[config.mk]
export PLATFORM = sky130hd
export DESIGN_NAME = alu_operand_regfile_flat
export DESIGN_NICKNAME = d
export VERILOG_FILES = /design/src/rtl/alu_operand_regfile_if.sv /design/src/rtl/alu_operand_regfile.sv /design/src/flat_wrapper.sv
export SDC_FILE = /design/constraint.sdc
export NUM_CORES = 2
export LEC_CHECK = 0
export CORE_MARGIN = 1.5
export CORE_UTILIZATION = 45
export CTS_CLUSTER_DIAMETER = 50
export CTS_CLUSTER_SIZE = 20
export DETAILED_ROUTE_END_ITERATION = 7
export DONT_BUFFER_PORTS = 1
export GPL_TIMING_DRIVEN = 0
export PLACE_DENSITY = 0.67
export SLEW_MARGIN = 15
export SYNTH_ARGS = -nofsm -noshare
export SYNTH_HDL_FRONTEND = slang
export SYNTH_SLANG_ARGS = --single-unit
[constraint.sdc]
create_clock -name clk -period 7.69 [get_ports clk]
set_input_delay 1.1535 -clock clk [delete_from_list [all_inputs] [get_ports clk]]
set_output_delay 1.1535 -clock clk [all_outputs]
set_load 0.005 [all_outputs]
[src/rtl/alu_operand_regfile_if.sv]
// Bus bundle between the ALU datapath control and the operand register file:
// read ports, write-back port and ALU status capture.
interface alu_operand_regfile_if #(
    parameter int DATA_W = 32,
    parameter int ADDR_W = 5
);
    logic              rd_en;
    logic [ADDR_W-1:0] rs_addr;
    logic [ADDR_W-1:0] rt_addr;
    logic [DATA_W-1:0] rs_data;
    logic [DATA_W-1:0] rt_data;
    logic              rd_valid;
    logic              wr_en;
    logic [ADDR_W-1:0] wr_addr;
    logic [DATA_W-1:0] wr_data;
    logic              flag_we;
    logic              alu_zero;
    logic              alu_cout;
    logic              alu_overflow;
    logic [2:0]        flags;
    logic              ovf_sticky;
    logic              ovf_clr;

    modport master (
        output rd_en, rs_addr, rt_addr,
        output wr_en, wr_addr, wr_data,
        output flag_we, alu_zero, alu_cout, alu_overflow, ovf_clr,
        input  rs_data, rt_data, rd_valid, flags, ovf_sticky
    );

    modport slave (
        input  rd_en, rs_addr, rt_addr,
        input  wr_en, wr_addr, wr_data,
        input  flag_we, alu_zero, alu_cout, alu_overflow, ovf_clr,
        output rs_data, rt_data, rd_valid, flags, ovf_sticky
    );
endinterface

[src/rtl/alu_operand_regfile.sv]
// Architectural register file feeding ALU src1/src2 through registered read
// ports, with ALU result write-back, status flag capture and sticky overflow.
module alu_operand_regfile #(
    parameter int DATA_W = 32,
    parameter int ADDR_W = 5,
    parameter int BYPASS = 1
) (
    input logic                   clk,
    input logic                   rst,
    alu_operand_regfile_if.slave  bus
);
    localparam int unsigned DEPTH = 2 ** ADDR_W;

    logic [DATA_W-1:0] mem_q [DEPTH];
    logic [DATA_W-1:0] rs_q, rs_d;
    logic [DATA_W-1:0] rt_q, rt_d;
    logic              valid_q, valid_d;
    logic [2:0]        flags_q, flags_d;
    logic              sticky_q, sticky_d;

    logic wr_go;
    logic rs_hit;
    logic rt_hit;

    // r0 is never written, so a hit implies a nonzero read address.
    assign wr_go  = bus.wr_en && (bus.wr_addr != '0);
    assign rs_hit = (BYPASS != 0) && wr_go && (bus.wr_addr == bus.rs_addr);
    assign rt_hit = (BYPASS != 0) && wr_go && (bus.wr_addr == bus.rt_addr);

    always_comb begin
        rs_d    = rs_q;
        rt_d    = rt_q;
        valid_d = 1'b0;
        if (bus.rd_en) begin
            valid_d = 1'b1;
            if (bus.rs_addr == '0) begin
                rs_d = '0;
            end else if (rs_hit) begin
                rs_d = bus.wr_data;
            end else begin
                rs_d = mem_q[bus.rs_addr];
            end
            if (bus.rt_addr == '0) begin
                rt_d = '0;
            end else if (rt_hit) begin
                rt_d = bus.wr_data;
            end else begin
                rt_d = mem_q[bus.rt_addr];
            end
        end
    end

    always_comb begin
        flags_d  = flags_q;
        if (bus.flag_we) begin
            flags_d = {bus.alu_overflow, bus.alu_cout, bus.alu_zero};
        end
        // A capture in the same cycle as a clear leaves the bit set.
        sticky_d = (sticky_q & ~bus.ovf_clr) | (bus.flag_we & bus.alu_overflow);
    end

    always_ff @(posedge clk) begin
        if (rst) begin
            for (int unsigned i = 0; i < DEPTH; i++) begin
                mem_q[i] <= '0;
            end
        end else if (wr_go) begin
            mem_q[bus.wr_addr] <= bus.wr_data;
        end
    end

    always_ff @(posedge clk) begin
        if (rst) begin
            rs_q     <= '0;
            rt_q     <= '0;
            valid_q  <= 1'b0;
            flags_q  <= '0;
            sticky_q <= 1'b0;
        end else begin
            rs_q     <= rs_d;
            rt_q     <= rt_d;
            valid_q  <= valid_d;
            flags_q  <= flags_d;
            sticky_q <= sticky_d;
        end
    end

    assign bus.rs_data    = rs_q;
    assign bus.rt_data    = rt_q;
    assign bus.rd_valid   = valid_q;
    assign bus.flags      = flags_q;
    assign bus.ovf_sticky = sticky_q;
endmodule

[src/flat_wrapper.sv]
// flat-port wrapper written by rule: the top's interface ports become plain ports
module alu_operand_regfile_flat 
#(
    parameter int DATA_W = 32,
    parameter int ADDR_W = 5,
    parameter int BYPASS = 1
)
  (clk, rst, bus_rd_en, bus_rs_addr, bus_rt_addr, bus_wr_en, bus_wr_addr, bus_wr_data, bus_flag_we, bus_alu_zero, bus_alu_cout, bus_alu_overflow, bus_ovf_clr, bus_rs_data, bus_rt_data, bus_rd_valid, bus_flags, bus_ovf_sticky);
  alu_operand_regfile_if #(.DATA_W(DATA_W), .ADDR_W(ADDR_W)) bus_i ();
  input logic clk;
  input logic rst;
  input wire logic [$bits(bus_i.rd_en)-1:0] bus_rd_en;
  input wire logic [$bits(bus_i.rs_addr)-1:0] bus_rs_addr;
  input wire logic [$bits(bus_i.rt_addr)-1:0] bus_rt_addr;
  input wire logic [$bits(bus_i.wr_en)-1:0] bus_wr_en;
  input wire logic [$bits(bus_i.wr_addr)-1:0] bus_wr_addr;
  input wire logic [$bits(bus_i.wr_data)-1:0] bus_wr_data;
  input wire logic [$bits(bus_i.flag_we)-1:0] bus_flag_we;
  input wire logic [$bits(bus_i.alu_zero)-1:0] bus_alu_zero;
  input wire logic [$bits(bus_i.alu_cout)-1:0] bus_alu_cout;
  input wire logic [$bits(bus_i.alu_overflow)-1:0] bus_alu_overflow;
  input wire logic [$bits(bus_i.ovf_clr)-1:0] bus_ovf_clr;
  output wire logic [$bits(bus_i.rs_data)-1:0] bus_rs_data;
  output wire logic [$bits(bus_i.rt_data)-1:0] bus_rt_data;
  output wire logic [$bits(bus_i.rd_valid)-1:0] bus_rd_valid;
  output wire logic [$bits(bus_i.flags)-1:0] bus_flags;
  output wire logic [$bits(bus_i.ovf_sticky)-1:0] bus_ovf_sticky;
  assign bus_i.rd_en = bus_rd_en;
  assign bus_i.rs_addr = bus_rs_addr;
  assign bus_i.rt_addr = bus_rt_addr;
  assign bus_i.wr_en = bus_wr_en;
  assign bus_i.wr_addr = bus_wr_addr;
  assign bus_i.wr_data = bus_wr_data;
  assign bus_i.flag_we = bus_flag_we;
  assign bus_i.alu_zero = bus_alu_zero;
  assign bus_i.alu_cout = bus_alu_cout;
  assign bus_i.alu_overflow = bus_alu_overflow;
  assign bus_i.ovf_clr = bus_ovf_clr;
  assign bus_rs_data = bus_i.rs_data;
  assign bus_rt_data = bus_i.rt_data;
  assign bus_rd_valid = bus_i.rd_valid;
  assign bus_flags = bus_i.flags;
  assign bus_ovf_sticky = bus_i.ovf_sticky;
  alu_operand_regfile #(.DATA_W(DATA_W), .ADDR_W(ADDR_W), .BYPASS(BYPASS)) u_core (.clk(clk), .rst(rst), .bus(bus_i));
endmodule
==> metrics <==
Async SR Flop Fraction 0; Total GRT Usage 0.389; Core ar. 126000 sq um; post-synth top area cell edfxtp_1; dpl hpwl between 150000 and 200000 um; Vias 40921; layout cells sized above 1 0.247; TritonCTS clock tree done; Seq/Total Area, Yosys 0.561; Max Clk Rate 224 MHz; Yosys cell types 65; Hold-fix buffers, CTS 0; number of port buffers 0; vias in the first global route 38761; VDD IR max 0.200 mV; failing checks DRC, capacitance limit, slew limit; WL final approximately 250000 um; Cell Pwr Density between 200 and 250 nW/um^2; fin. max-slew vios 9; crit-path cells buf_2 -> or3_1 -> buf_2 -> clkbuf_1 -> o22ai_1 -> nor4_1 -> a311oi_1 -> a221o_1; RSZ-0062 raised after global routing no; Hold WS slightly below 0.5 ns; Worst setup EP type register; root buffer cell clkbuf_16; die area 129000 sq um; I/O pin count 125; DR pass1 iterations 8; postcts setup bufs 0; Die Wd 360 um; ranking of synthesized cells by area edfxtp_1 (54%), mux4_2 (19%), and2_1 (11%); Layout area overhead 14.7%; post-route setup TNS 0 ns; Critical Path Fanout Max 10; final core occ 0.522; GPL Wtd Cong 1.07; CTS sink count 1093; max_cap viols 2; number of synthesized flops with an enable pin 1024; Site Rows 130; cts bufs inserted 118; maximum root-to-sink buffer count 3; Synth Cell Area about 57000 sq um; top_reg_cell synth edfxtp_1; worst clock skew between 0.03 and 0.04 ns; worst skew pair latency roughly 0.8 ns; final hold vios 0; Final Cycle Share 0.581; placed insts 5534; GRT overflow 0; Slew @ Worst Pin 1.61 ns; Slowest-stage cell, CP clkbuf_1; Residual DRC 21; worst rel slew slack -0.0802; status complete, but fails checks; CTS resizes 0; synthesized area per cell about 15 sq um; Starting Density 0.455; Routed wire per std cell between 40 and 50 um; crit path DAT 5.15 ns; Leakage between 0.02 and 0.025 uW; first-pass GRT wire length 336000 um; 1st-iter DRT viols around 7900; largest net degree at the start of global routing 20; warnings from Yosys 0; Tmin final 4.47 ns; Worst Hold Class in2reg; top cell type's share of synthesized area 0.537; post-route insts no fill 5782; Die Ht 360 um; Worst-path clk slew around 0.07 ns; Setup CP Type in2reg; max incr delay on CP 1.05 ns; via/cell ratio roughly 7; # setup viols final 0; crit start category input port; Worst path most repeated cell buf_2; initial antenna violation count 20; H-tree Lvls 3; antenna viol nets, final 0; Yosys reg bits 1093; Cells after Synth 3790; nets@finish 4060; WP data required 8.38 ns
-- power by group --
part | internal [uW] | switching [uW] | leakage, uW
clock network | 3380 | 2790 | 0.00202
registers | 6840 | 222 | 0.0103
logic | 749 | 1220 | 0.0102
total | 11000 | 4230 | 0.0225
-- routing by layer --
layer / up-vias / global-route usage / share of wire / wire length, um
met1: 20526 / 0.470 / 0.32 / 82000
li1: 15137 / - / - / -
met5: - / 0 / 0.00033 / 83
met2: 4192 / 0.530 / 0.40 / 102000
met4: 12 / 0.322 / 0.11 / 26700
met3: 1054 / 0.177 / 0.17 / 43000
-- final cells by class --
type	count	area (sq um)
fill	10410	60200
sequential	1093	32100
multi-input combinational	2313	23600
clock buffer	134	3150
buffer	413	2120
tap	1650	2060
timing repair buffer	63	1600
clock inverter	90	1020
antenna	24	60.1
inverter	2	7.51
-- cell usage in the layout, fill, tap and decap left out, drive strengths merged, types with 38 or more instances in the layout --
master  count
mux2       40
dfxtp      69
mux2i     138
mux4      479
edfxtp   1024
buf       220
nor2       69
clkinv     38
nand3      68
nand3b     39
a22oi     109
and2      996
clkbuf    390
o21ai      82
-- cells by family (layout without fill, tap and decap cells) --
family | after synthesis | count (layout) | synth area share
simple gates | 1275 | 1275 | 0.136
flops | 1093 | 1093 | 0.561
mux | 657 | 657 | 0.220
buf+inv | 415 | 702 | 0.0368
compound gates | 339 | 339 | 0.0447
xor+xnor | 10 | 10 | 0.00153
other cells | 1 | 56 | 0.0000654
-- flip-flops by register name, indices dropped and copies added, names as in the netlist --
signal,flops
u_core.bus.ovf_sticky,1
u_core.mem_q,1024
u_core.bus.rt_data,32
u_core.bus.rd_valid,1
u_core.bus.rs_data,32
u_core.bus.flags,3
-- synth_stat cells, types with 3 or more instances --
master	n
or3_1	3
clkbuf_1	252
o21ai_0	77
a22oi_1	109
nor2b_1	11
a22o_1	21
and3_1	13
or3b_2	3
nor3_2	3
nor4_1	18
o21ai_1	5
nand2b_1	3
and2b_1	3
edfxtp_1	1024
mux2i_1	138
and2_1	995
mux4_1	3
a311o_1	5
a311oi_1	13
xnor2_1	10
o221a_2	7
a221oi_1	22
buf_1	16
nor2_1	68
dfxtp_1	69
nor4_2	5
buf_6	36
mux4_2	475
o22ai_1	25
nand3_1	68
a221o_1	25
buf_4	36
nand2_1	34
buf_2	66
a211oi_1	12
mux2_2	40
nand3b_1	38
-- metrics by stage --
step | area, sq um | setup WS (ns) | power (uW)
6_report | 65700 | 3.22 | 15200
5_1_grt | 65700 | 3.52 | 15300
4_1_cts | 65600 | 3.78 | 15000
3_5_place_dp | 61500 | 2.99 | 9030
3_3_place_gp | 59500 | -1.65 | 8940
2_1_floorplan | 57400 | 2.89 | 8120
-- worst max-delay path: cells and delay by family --
kind,cells,cell delay [ns]
buffers and inverters,3,1.86
AO/OA/AOI/OAI,3,0.91
AND/OR/NAND/NOR,2,1.21
-- worst paths after layout --
kind / from / end / slack (ns) / cells after the start
setup / recovery: bus_rt_addr[2] / u_core.bus.rt_data[28] / 3.22 / 8
hold / removal: bus_wr_data[13] / u_core.bus.rs_data[13] / 0.49 / 2
setup reg to reg: u_core.mem_q[31][28] / u_core.bus.rt_data[28] / 4.84 / 5
hold reg to reg: u_core.bus.ovf_sticky / u_core.bus.ovf_sticky / 0.50 / 2
Note: power is estimated with default switching activity, not from simulation.
